<file path="config.mk">
export PLATFORM = sky130hd
export DESIGN_NAME = vector_result_writeback
export DESIGN_NICKNAME = d
export VERILOG_FILES = /design/src/rtl/vector_result_writeback_pkg.sv /design/src/rtl/vector_wb_fifo.sv /design/src/rtl/vector_result_writeback.sv
export SDC_FILE = /design/constraint.sdc
export NUM_CORES = 1
export LEC_CHECK = 0
export CAP_MARGIN = 15
export CORE_MARGIN = 10
export CORE_UTILIZATION = 37
export DETAILED_ROUTE_END_ITERATION = 6
export SLEW_MARGIN = 0
export SYNTH_ARGS = -nofsm -noshare
export SYNTH_HDL_FRONTEND = slang
export SYNTH_SLANG_ARGS = --single-unit
</file>
<file path="constraint.sdc">
create_clock -name clk -period 5.8 [get_ports clk]
set_clock_uncertainty 0.15 [all_clocks]
set_input_delay 0.87 -clock clk [delete_from_list [all_inputs] [get_ports clk]]
set_output_delay 0.87 -clock clk [all_outputs]
set_load 0.01 [all_outputs]
</file>
<file path="src/rtl/vector_result_writeback_pkg.sv">
// Shared vector types: register address, result vector and writeback entry.
package Vector;

    localparam int VEC_NUM_ELEMS = 8;
    localparam int VEC_ELEM_SIZE = 16;

    typedef logic [4:0] Vreg_addr;
    typedef logic [VEC_NUM_ELEMS*VEC_ELEM_SIZE-1:0] Vector_data;

    typedef struct packed {
        Vreg_addr   vrt;
        Vector_data data;
    } Wb_entry;

endpackage

</file>
<file path="src/rtl/vector_wb_fifo.sv">
// Generic synchronous circular-buffer FIFO with occupancy count and a view of
// the stored entries for associative lookups by the parent.
module vector_wb_fifo #(
    parameter type T     = logic,
    parameter int  DEPTH = 4
) (
    input  logic                   clk,
    input  logic                   reset,
    input  logic                   i_push,
    input  logic                   i_pop,
    input  T                       i_data,
    output T                       o_head,
    output logic                   o_full,
    output logic                   o_empty,
    output logic [$clog2(DEPTH):0] o_count,
    output T                       o_mem [DEPTH],
    output logic [DEPTH-1:0]       o_occupied
);

    localparam int PW = $clog2(DEPTH);
    localparam logic [PW:0] FULL_COUNT = (PW+1)'(DEPTH);

    logic [PW-1:0] r_rptr;
    logic [PW-1:0] r_wptr;
    logic [PW:0]   r_count;
    T              r_mem [DEPTH];

    logic          w_push;
    logic          w_pop;
    logic [PW-1:0] w_off;

    assign o_full  = (r_count == FULL_COUNT);
    assign o_empty = (r_count == '0);
    assign o_count = r_count;
    assign o_head  = r_mem[r_rptr];
    assign o_mem   = r_mem;

    assign w_push = i_push && !o_full;
    assign w_pop  = i_pop && !o_empty;

    always_ff @(posedge clk) begin
        if (reset) begin
            r_rptr  <= '0;
            r_wptr  <= '0;
            r_count <= '0;
            for (int unsigned i = 0; i < DEPTH; i++) begin
                r_mem[i] <= '0;
            end
        end else begin
            if (w_push) begin
                r_mem[r_wptr] <= i_data;
                r_wptr        <= r_wptr + 1'b1;
            end
            if (w_pop) begin
                r_rptr <= r_rptr + 1'b1;
            end
            case ({w_push, w_pop})
                2'b10:   r_count <= r_count + 1'b1;
                2'b01:   r_count <= r_count - 1'b1;
                default: r_count <= r_count;
            endcase
        end
    end

    // Slot i is live when its distance from the read pointer is below the count.
    always_comb begin
        o_occupied = '0;
        w_off      = '0;
        for (int unsigned i = 0; i < DEPTH; i++) begin
            w_off         = PW'(i) - r_rptr;
            o_occupied[i] = ({1'b0, w_off} < r_count);
        end
    end

endmodule

</file>
<file path="src/rtl/vector_result_writeback.sv">
// Queues permute results until the shared VRF write port grants them, with
// backpressure to the permute stage and a pending-write hazard query.
module vector_result_writeback
    import Vector::*;
#(
    parameter int NUM_ELEMS = VEC_NUM_ELEMS,
    parameter int ELEM_SIZE = VEC_ELEM_SIZE,
    parameter int DEPTH     = 4
) (
    input  logic                           clk,
    input  logic                           reset,
    input  logic                           in_valid,
    input  logic [4:0]                     in_vrt,
    input  logic [NUM_ELEMS*ELEM_SIZE-1:0] in_data,
    output logic                           stall,
    output logic                           vrf_we,
    output logic [4:0]                     vrf_addr,
    output logic [NUM_ELEMS*ELEM_SIZE-1:0] vrf_data,
    input  logic                           vrf_grant,
    input  logic [4:0]                     query_vr,
    output logic                           query_hit,
    output logic [$clog2(DEPTH):0]         count
);

    // Same layout as Vector::Wb_entry, but sized by this instance's parameters.
    typedef struct packed {
        Vreg_addr                       vrt;
        logic [NUM_ELEMS*ELEM_SIZE-1:0] data;
    } wb_entry_t;

    wb_entry_t        w_in_entry;
    wb_entry_t        w_head;
    wb_entry_t        w_mem [DEPTH];
    logic [DEPTH-1:0] w_occupied;
    logic             w_full;
    logic             w_empty;
    logic             w_push;
    logic             w_pop;

    assign w_in_entry = wb_entry_t'{vrt: in_vrt, data: in_data};

    assign stall    = w_full;
    assign vrf_we   = !w_empty;
    assign vrf_addr = w_head.vrt;
    assign vrf_data = w_head.data;

    assign w_push = in_valid && !stall;
    assign w_pop  = vrf_we && vrf_grant;

    vector_wb_fifo #(
        .T     (wb_entry_t),
        .DEPTH (DEPTH)
    ) u_fifo (
        .clk        (clk),
        .reset      (reset),
        .i_push     (w_push),
        .i_pop      (w_pop),
        .i_data     (w_in_entry),
        .o_head     (w_head),
        .o_full     (w_full),
        .o_empty    (w_empty),
        .o_count    (count),
        .o_mem      (w_mem),
        .o_occupied (w_occupied)
    );

    // Incoming result counts as pending even while stalled: conservative on purpose.
    always_comb begin
        query_hit = in_valid && (in_vrt == query_vr);
        for (int unsigned i = 0; i < DEPTH; i++) begin
            if (w_occupied[i] && (w_mem[i].vrt == query_vr)) begin
                query_hit = 1'b1;
            end
        end
    end

`ifndef SYNTHESIS
    a_no_push_when_stalled : assert property (@(posedge clk) disable iff (reset)
        stall |-> !w_push);
    a_head_stable : assert property (@(posedge clk) disable iff (reset)
        (vrf_we && !vrf_grant) |=> ($stable(vrf_addr) && $stable(vrf_data)));
    a_count_bound : assert property (@(posedge clk) disable iff (reset)
        count <= ($clog2(DEPTH)+1)'(DEPTH));
`endif

endmodule

</file>
==> summary.log, run 1 <==
qor: outcome.status complete, no violations
qor: synth.synth_top_area_cell sky130_fd_sc_hd__dfxtp_1
qor: clock_tree.cts-htree-levels 2
qor: clock_tree.postCtsSetupRepairBufs 0
qor: placed_design.place.gp.congestion 0.779
qor: worst_setup_path.critical_path.most_common_cell sky130_fd_sc_hd__a31oi_1
qor: worst_setup_path.critPathLaunchType flip-flop
qor: synth.summed_instance_area_of_the_synthesized_netlist 22300 um^2
qor: pwr.p_int 7.29 mW
qor: route.detail_route.wirelength.met1 28.9 mm
qor: pwr.vdd.ir_drop.worst 0.000224 V
qor: placed_design.setup_ws_pre_cts 1.74 ns
qor: floorplan.rows 89
qor: route.routed_met2_length 33.7 mm
qor: floorplan.top_level_ports 281
qor: grt.grt_antenna_before_repair 8
qor: synth.ys_warn_count 0
qor: clock_tree.clk_transition_reported_paths 0.06 ns
qor: route.routed-via-count 18712
qor: worst_setup_path.critical_path.max_fanout 31
qor: timing.timing.fmax 0.233 GHz
qor: placed_design.numPortBuffers 280
qor: clock_tree.worstSkewPairLatency 0.61 ns
qor: min_path.timing.hold.worst.class flip-flop to flip-flop
qor: timing.worst-slew-pin-transition 1.11 ns
qor: placed_design.post_dp_cell_area 25200 um^2
qor: worst_setup_path.criticalPathCategory flip-flop to output pin
qor: route.met3WireLength 5.29 mm
qor: placed_design.place_inst 3441
qor: pwr.clock_power_share 0.341
qor: timing.maxSlewViolCount 0
qor: worst_setup_path.cp_cell_sequence buf_4 -> nand2b_1 -> a31oi_1 -> a31oi_1 -> nand4_1 -> clkdlybuf4s50_1
qor: worst_setup_path.worst_path_dominant_cell_family buffers and inverters
qor: finish.final_area 27100 um^2
qor: clock_tree.cts_max_path_buffers 3
qor: pwr.power_per_cell_area 388 nW/um^2
qor: synth.synth.avg_cell_area 8.67 um^2
qor: clock_tree.tritoncts_num_sinks 539
qor: clock_tree.cts_tree built
qor: finish.final-instance-count-excl-fill 3542
qor: route.routed_wirelength 69.1 mm
qor: timing.slack_of_the_critical_path 1.51 ns
qor: route.vias_per_cell 5.28
qor: grt.grt_pass1_vias 18535
qor: route.dr.max_layer_used met5
qor: pwr.power_switching 3.20 mW
qor: timing.final_min_period_over_clock_period 0.739
qor: finish.drive_gt1_frac 0.0936
qor: worst_setup_path.critical_path.slowest_cell sky130_fd_sc_hd__buf_4
qor: synth.yosysTopAreaCellShare 0.483
qor: grt.global_route.usage.total 0.189
qor: route.postRouteAntennaNets 0
qor: synth.async_reset_ff_frac 0
qor: pwr.share_comb_of_total_power 0.260
qor: timing.setup_violations 0
qor: synth.most_frequently_used_cell_type_in_the_post_synthesis_netlist sky130_fd_sc_hd__nand2_1
qor: pwr.power_frac_seq 0.399
qor: worst_setup_path.worst-endpoint-arrival 3.27 ns
qor: placed_design.detailedPlacementHpwl 39.9 mm
qor: floorplan.core_region_area 59400 um^2
qor: clock_tree.clockRootBuffer sky130_fd_sc_hd__clkbuf_16
qor: finish.final.fill_count 5615
qor: floorplan.floorplan.initialDensity 0.376
qor: synth.post_synth_main_area_contributors sky130_fd_sc_hd__dfxtp_1 (48%), sky130_fd_sc_hd__nand2_1 (18%), sky130_fd_sc_hd__mux4_2 (13%), sky130_fd_sc_hd__a21oi_1 (12%), sky130_fd_sc_hd__buf_2 (1.9%)
qor: worst_setup_path.critical_path_required 4.78 ns
qor: grt.grt.overflow.total 0
qor: synth.post_synth_inst_count 2575
qor: synth.syn-num-nets 2727
qor: floorplan.fp.dieH 266 um
qor: synth.synth.lib_cells_used.distinct 30
qor: timing.slew_headroom 0.260
qor: floorplan.die-width 266 um
qor: timing.timing.final.hold_violations 0
qor: clock_tree.cts.repair.resized 0
qor: route.detailedRoute.firstIterationViolations 1576
qor: timing.final_critical_period 4.29 ns
qor: clock_tree.cts_hold_repair.buffers 0
qor: timing.finalSetupTns 0 ns
qor: synth.post_synth_most_frequent_cells sky130_fd_sc_hd__nand2_1 (1066), sky130_fd_sc_hd__dfxtp_1 (539), sky130_fd_sc_hd__a21oi_1 (537), sky130_fd_sc_hd__mux4_2 (133), sky130_fd_sc_hd__clkbuf_1 (88)
qor: synth.synth_edf_count 0
qor: grt.grt_first_pass_wirelength 107 mm
qor: synth.synth-main-ff-cell sky130_fd_sc_hd__dfxtp_1
qor: timing.rsz_0062_raised_after_global_routing no
qor: route.routed_wire_length_per_instance 19.5 um
qor: pwr.leakage 8.93 nW
qor: clock_tree.cts_made_buffers 58
qor: finish.areaGrowthSynthToFinish 21.2%
qor: route.drc_errors 0
qor: synth.ys_seq_elements 539
qor: pwr.power.switching_fraction 0.305
qor: route.detail_route.first_pass.iterations 5
qor: finish.nets 2880
qor: flow_run.cap_viol_max_count 0
qor: worst_setup_path.cpPeakStageDelay 0.63 ns
qor: worst_setup_path.end_kind output pin
qor: floorplan.die_area 70600 um^2
qor: grt.grt_start_max_net_pins 180
qor: synth.share_of_synthesized_area_occupied_by_flip_flops_and_latches 0.483
qor: worst_setup_path.timing.critical_path.buf_inv 2
qor: pwr.p_total 10.5 mW
==> placed cells by master, fill, tap and decap left out, drive strengths merged, types with 2 or more instances in the layout <==
cell / Yosys / routed
clkinv: 0 / 11
o21ai: 2 / 2
inv: 9 / 10
dfxtp: 539 / 539
and2: 5 / 5
xor2: 18 / 18
nor3: 3 / 3
xnor2: 13 / 13
ha: 9 / 9
or3: 2 / 2
nand2: 1070 / 1070
diode: 0 / 2
nor2: 8 / 8
mux4: 133 / 133
buf: 125 / 27
clkdlybuf4s50: 0 / 279
a21oi: 537 / 537
a31oi: 2 / 2
clkbuf: 88 / 86
o2111ai: 2 / 2
==> worst paths after layout <==
kind,start,end,slack [ns],depth (start not counted)
hold reg to reg,u_fifo.o_mem[171],u_fifo.o_mem[171],0.30,2
setup reg to reg,u_fifo.o_count[0],u_fifo.o_mem[410],2.67,6
hold / removal,u_fifo.o_mem[171],u_fifo.o_mem[171],0.30,2
setup / recovery,u_fifo.r_rptr[0],query_hit,1.51,6
==> layout make-up <==
cell class	count	area, um^2	share of cell area
flip-flops and latches	539	10800	0.399
well taps	773	967	0.0358
inverters	9	33.8	0.00125
repair buffers	306	3080	0.114
clock inverters	13	101	0.00375
diodes	2	5.00	0.000185
multi-input cells	1814	10300	0.382
clock buffers	86	1730	0.0639
==> metal layers <==
layer / track usage / vias up
met2: 0.322 / 602
met5: 0 / -
li1: - / 8877
met4: 0.0446 / 12
met3: 0.0413 / 91
met1: 0.241 / 9130
==> sequential cells by signal, summed over array words and instances, names as in the netlist <==
name and flops:
u_fifo.r_rptr 2, u_fifo.r_wptr 2, u_fifo.o_count 3, u_fifo.o_mem 532
==> power by group through the flow <==
stage	logic (mW)	registers [mW]	clock network, mW
floorplan	1.75	4.18	0
global placement	2.73	4.25	0
detailed placement	2.77	4.27	0
CTS	2.78	4.19	3.66
global route	2.95	4.23	3.82
finish	2.73	4.19	3.57
==> kinds of logic after synthesis <==
family,count (synthesis),share of synthesized area
buffers and inverters,222,0.0546
AOI/OAI and AO/OA,544,0.123
and+or+nand+nor,1095,0.187
DFF,539,0.483
adders and majority gates,10,0.00594
xor gates and xnor gates,31,0.0122
muxes,134,0.135
==> metrics by stage <==
stage / hold WS [ns] / utilization
finish: 0.299 / 0.456
global placement: 0.288 / 0.425
CTS: 0.301 / 0.456
floorplan: 0.283 / -
detailed placement: 0.293 / 0.425
global route: 0.315 / 0.456
==> worst register-to-register path, delay by kind of cell (launching register included) <==
| kind | cells | cell delay [ns] |
|---|---|---|
| buf+inv | 1 | 0.54 |
| flops | 1 | 0.51 |
| simple gates | 4 | 1.69 |
| compound gates | 1 | 0.15 |
(Power assumes the default switching activity.)
==> run 2: changes to the inputs <==
Clock period 5.8 ns to 4.2 ns, I/O delays scaled along.
==> summary.log, run 2 (synthesis results as in run 1) <==
qor: placed_design.detailedPlacementHpwl 40.2 mm [was 39.9 mm]
qor: grt.grt_first_pass_wirelength 106 mm [was 107 mm]
qor: pwr.leakage 9.07 nW [was 8.93 nW]
qor: floorplan.floorplan.initialDensity 0.376 [unchanged]
qor: clock_tree.cts.repair.resized 0 [unchanged]
qor: grt.grt.overflow.total 0 [unchanged]
qor: clock_tree.cts-htree-levels 2 [unchanged]
qor: worst_setup_path.critical_path.max_fanout 44 [was 31]
qor: route.postRouteAntennaNets 0 [unchanged]
qor: route.routed_wirelength 69.2 mm [was 69.1 mm]
qor: floorplan.top_level_ports 281 [unchanged]
qor: floorplan.rows 89 [unchanged]
qor: min_path.worstHoldStart u_fifo.o_mem[60] [was u_fifo.o_mem[171]]
qor: grt.globalRouteMet3Util 0.0483 [was 0.0413]
qor: placed_design.post_dp_cell_area 25400 um^2 [was 25200 um^2]
qor: worst_setup_path.worst-endpoint-arrival 2.96 ns [was 3.27 ns]
qor: floorplan.fp.dieH 266 um [unchanged]
qor: worst_setup_path.critPathLaunchType flip-flop [unchanged]
qor: grt.busiest_layer met2 [unchanged]
qor: worst_setup_path.end_kind output pin [unchanged]
qor: finish.mostFrequentLayoutCell sky130_fd_sc_hd__nand2_1 [unchanged]
qor: finish.drive_gt1_frac 0.0988 [was 0.0936]
qor: timing.timing.final.hold_violations 0 [unchanged]
qor: pwr.vdd.ir_drop.worst 0.000367 V [was 0.000224 V]
qor: finish.final_area 27400 um^2 [was 27100 um^2]
qor: clock_tree.clockRootBuffer sky130_fd_sc_hd__clkbuf_16 [unchanged]
qor: grt.global_route.usage.total 0.187 [was 0.189]
qor: flow_run.cap_viol_max_count 0 [unchanged]
qor: finish.final.fill_count 5591 [was 5615]
qor: finish.layout.area.seq 10800 um^2 [unchanged]
qor: timing.worst-slew-pin-transition 0.992 ns [was 1.11 ns]
qor: clock_tree.tritoncts_num_sinks 539 [unchanged]
qor: timing.setup_violations 0 [unchanged]
qor: clock_tree.cts_tree built [unchanged]
qor: timing.final_critical_period 3.74 ns
qor: grt.groute.layer.met1.usage 0.235 [was 0.241]
qor: finish.number_of_flip_flops_in_the_largest_register 532 [unchanged]
qor: worst_setup_path.critical_path_required 3.42 ns [was 4.78 ns]
qor: route.detail_route.first_pass.iterations 7 [was 5]
qor: grt.use_met2 0.316 [was 0.322]
qor: timing.maxSlewViolCount 0 [unchanged]
qor: route.detailedRoute.firstIterationViolations 1485 [was 1576]
qor: floorplan.die_area 70600 um^2 [unchanged]
qor: placed_design.numPortBuffers 280 [unchanged]
qor: outcome.status complete, no violations [unchanged]
qor: finish.nets 2889 [was 2880]
qor: grt.grt_start_max_net_pins 144 [was 180]
qor: timing.slew_headroom 0.339 [was 0.260]
qor: pwr.p_total 14.9 mW [was 10.5 mW]
qor: finish.leading_cell_types_in_the_layout_fill_and_taps_excluded sky130_fd_sc_hd__nand2_1 (1066), sky130_fd_sc_hd__a21oi_1 (537), sky130_fd_sc_hd__dfxtp_1 (537) [unchanged]
qor: finish.multiInputGateArea 10300 um^2 [unchanged]
qor: clock_tree.postCtsSetupRepairBufs 0 [unchanged]
qor: clock_tree.cts_made_buffers 58 [unchanged]
qor: clock_tree.worstSkewPairLatency 0.62 ns [was 0.61 ns]
qor: min_path.timing.hold.worst.class flip-flop to flip-flop [unchanged]
qor: clock_tree.cts_max_path_buffers 3 [unchanged]
qor: timing.hold-worst-slack 0.301 ns [was 0.299 ns]
qor: route.routed_wire_length_per_instance 19.5 um [about the same]
qor: finish.areaGrowthSynthToFinish 22.7% [was 21.2%]
qor: timing.rsz_0062_raised_after_global_routing no [unchanged]
qor: grt.grt_pass1_vias 18475 [was 18535]
qor: floorplan.core_region_area 59400 um^2 [unchanged]
qor: worst_setup_path.timing.rr.start u_fifo.o_count[2] [was u_fifo.o_count[0]]
qor: timing.final_min_period_over_clock_period 0.891
qor: clock_tree.clk_transition_reported_paths 0.06 ns [about the same]
qor: clock_tree.cts_hold_repair.buffers 0 [unchanged]
qor: route.drc_errors 0 [unchanged]
qor: worst_setup_path.critical_path_start u_fifo.r_rptr[0] [unchanged]
qor: route.routed-via-count 18822 [was 18712]
qor: timing.finalSetupTns 0 ns [unchanged]
qor: route.vias_per_cell 5.29 [was 5.28]
qor: placed_design.place.gp.congestion 0.778 [was 0.779]
qor: floorplan.die-width 266 um [unchanged]
qor: grt.grt_antenna_before_repair 7 [was 8]
qor: pwr.power_per_cell_area 543 nW/um^2 [was 388 nW/um^2]
qor: worst_setup_path.criticalPathCategory flip-flop to output pin [unchanged]
qor: timing.timing.fmax 0.267 GHz
==> run 2: worst paths after layout <==
path | end | slack (ns) | cells after the start
max | vrf_data[93] | 0.46 | 3
min | u_fifo.o_mem[60] | 0.30 | 2
max reg2reg | u_fifo.o_mem[487] | 1.44 | 6
min reg2reg | u_fifo.o_mem[60] | 0.30 | 2
==> run 2: metal layers <==
layer | vias up | routed length [um] | share of wire
met5 | - | 57 | 0.00082
met3 | 107 | 5980 | 0.086
met4 | 8 | 1370 | 0.020
met2 | 694 | 33500 | 0.48
met1 | 9118 | 28300 | 0.41
li1 | 8895 | - | -
==> run 2: worst max-delay path: stages, from the launching register on <==
cell and delay [ns]:
sky130_fd_sc_hd__dfxtp_4 0.37, sky130_fd_sc_hd__buf_4 0.72, sky130_fd_sc_hd__mux4_2 0.67, sky130_fd_sc_hd__clkdlybuf4s50_1 0.52
==> run 2: area by class of cell <==
class | count | area share
sequential | 539 | 0.394
multi-input combinational | 1814 | 0.378
inverter | 9 | 0.00123
timing repair buffer | 315 | 0.119
clock inverter | 16 | 0.00781
clock buffer | 90 | 0.0647
tap | 773 | 0.0353
antenna | 3 | 0.000274
==> run 2: report_power, final <==
group | internal (mW) | total, mW | switching (mW)
clock | 3.14 | 5.28 | 2.14
combinational | 1.70 | 3.84 | 2.14
sequential | 5.52 | 5.74 | 0.220
==> run 2: through the flow <==
step / cells / utilization / setup WS, ns
floorplan: 2575 / - / 1.53
global placement: 3450 / 0.428 / 0.616
detailed placement: 3450 / 0.428 / 0.726
CTS: 3556 / 0.461 / 0.367
global route: 3558 / 0.461 / 0.263
finish: 3559 / 0.461 / 0.456
==> run 3: changes to the inputs <==
Settings changed: TNS_END_PERCENT set to 20.
==> results of run 3 <==
Same layout as run 2: the final DEF is identical, and so are final timing and power.
==> variant, RTL diff (flow settings as in run 1) <==
Set the package constant `VEC_NUM_ELEMS` to 10 (it was 8).
--- a/src/rtl/vector_result_writeback_pkg.sv
+++ b/src/rtl/vector_result_writeback_pkg.sv
@@ -1,7 +1,7 @@
 // Shared vector types: register address, result vector and writeback entry.
 package Vector;
 
-    localparam int VEC_NUM_ELEMS = 8;
+    localparam int VEC_NUM_ELEMS = 10;
     localparam int VEC_ELEM_SIZE = 16;
 
     typedef logic [4:0] Vreg_addr;
Ports: changed (resized in_data and vrf_data); port bits go from 281 to 345. The function was not compared with the original's and may differ.
==> variant against run 1 <==
  * Non-clock buffer count increased by 79
  * Hold slack better by 0.00054 ns
  * Power increased by 27%
  * Worst setup slack improved by 0.045 ns
  * Area after synthesis rose by 24%
  * Die area increased by 22%
  * Sequential cell count up 128
  * Design area up 25%
  * Sequential power is 25% higher
  * Routed wire length increased by 21%
  * Largest power group unchanged
==> variant: results (changes against run 1) <==
fin cells 4397 (+24%); Layout Nets 3552 (+23%); gr usage total 18.75% (-0.17 points); DRT met1 WL 36.81 mm (+27%); internal power 9.290 mW (+27%); Synth Area in Compound Gates 12.21% (-0.053 points); hold path startpoint u_fifo.o_mem[115]; vias after detailed routing 22580 (+21%); Syn Inst Count 3168 (+23%); Global Route met3 Usage 3.925% (-0.21 points); maximum vdd drop 0.2392 mV (+6.6%); Detailed Route Iter0 Violations 1444 (-8.4%); Fillers 7271 (+29%); slowest CP cell dfxtp_4; share of layout cells above drive strength 1 9.839% (+0.48 points); Worst R2R End u_fifo.o_mem[201]; FF-to-FF setup slack 2.61 ns (-0.06 ns); Met2 Wirelength 40.22 mm (+19%); Switch Pwr 4.032 mW (+26%); clk slew on worst S/H paths 0.06 ns (about the same); Area contributors post-synth dfxtp_1, nand2_1, mux4_2; post-synthesis mux area share 13.47% (about the same); Post-Synth XOR/XNOR Area 0.9814% (-0.24 points); HPWL Detailed 48.82 mm (+22%); dpl ws 1.878 ns (+0.1415 ns); Synth cell types 33 (+10%); dpl cells 4260 (+24%); Hold Path Sink u_fifo.o_mem[115]; I/O Buffers 344 (+23%); status complete, no violations; P_seq 5.22 mW (+25%); synthesized net count 3352 (+23%); global-route wire length before repair 129.7 mm (+22%); Synth Area in Adders 0.4794% (-0.11 points); metal3 WL 5.182 mm (-2.0%); Seq/Total Area, Yosys 48.26% (-0.077 points); reg2reg path depth 7 (+1); max reg flops 660 (+24%); Max stage delay on crit path 0.90 ns (+0.27 ns); initial antenna violation count 10 (+2)
-- variant: cell types whose count changed in the layout (fill, tap and decap cells not counted), sizes merged, moves of 2 or more --
cell           delta
dfxtp           +128
nand2           +256
buf              +15
bufinv            +4
a21oi           +128
clkbuf           +19
mux4             +32
clkinvlp          +2
clkinv            +9
clkdlybuf4s50    +64
-- variant: per-stage QoR --
step                      hold slack [ns]  area, um^2
after CTS                          0.3010       33710
final                              0.2999       33720
after global routing               0.3128       33720
after detailed placement           0.2933       31240
after global placement             0.2882       31240
after floorplan                    0.2831       27670
-- variant: worst max path at each step --
stage                     start                 to  slack, ns  cells past startpoint
2_1_floorplan  u_fifo.r_rptr[0]          query_hit       2.94                      8
3_3_place_gp           in_valid  u_fifo.o_mem[212]       1.94                      7
3_5_place_dp           in_valid  u_fifo.o_mem[183]       1.88                      7
4_1_cts        u_fifo.r_rptr[0]          query_hit       1.47                      6
5_1_grt        u_fifo.r_rptr[0]          query_hit       1.27                      6
6_report       u_fifo.r_rptr[0]          query_hit       1.56                      6
-- variant: critical path: cells and delay by family, from the launching register on --
family / cells / cell delay, ns
flip-flops: 1 / 0.90
AO/OA/AOI/OAI: 2 / 0.58
buffers and inverters: 1 / 0.57
adder cells (fa/ha/maj): 1 / 0.23
XOR/XNOR: 1 / 0.18
AND/OR/NAND/NOR: 1 / 0.14
-- variant: layout make-up --
| class | instances | area, um^2 | area share (%) |
|---|---|---|---|
| Inverter | 9 | 33.78 | 0.1002 |
| Clock inverter | 29 | 320.3 | 0.9500 |
| Multi-Input combinational cell | 2230 | 12700 | 37.67 |
| Tap cell | 969 | 1212 | 3.596 |
| Clock buffer | 105 | 2152 | 6.383 |
| Timing Repair Buffer | 385 | 3931 | 11.66 |
| Antenna cell | 3 | 7.507 | 0.02227 |
| Sequential cell | 667 | 13360 | 39.62 |
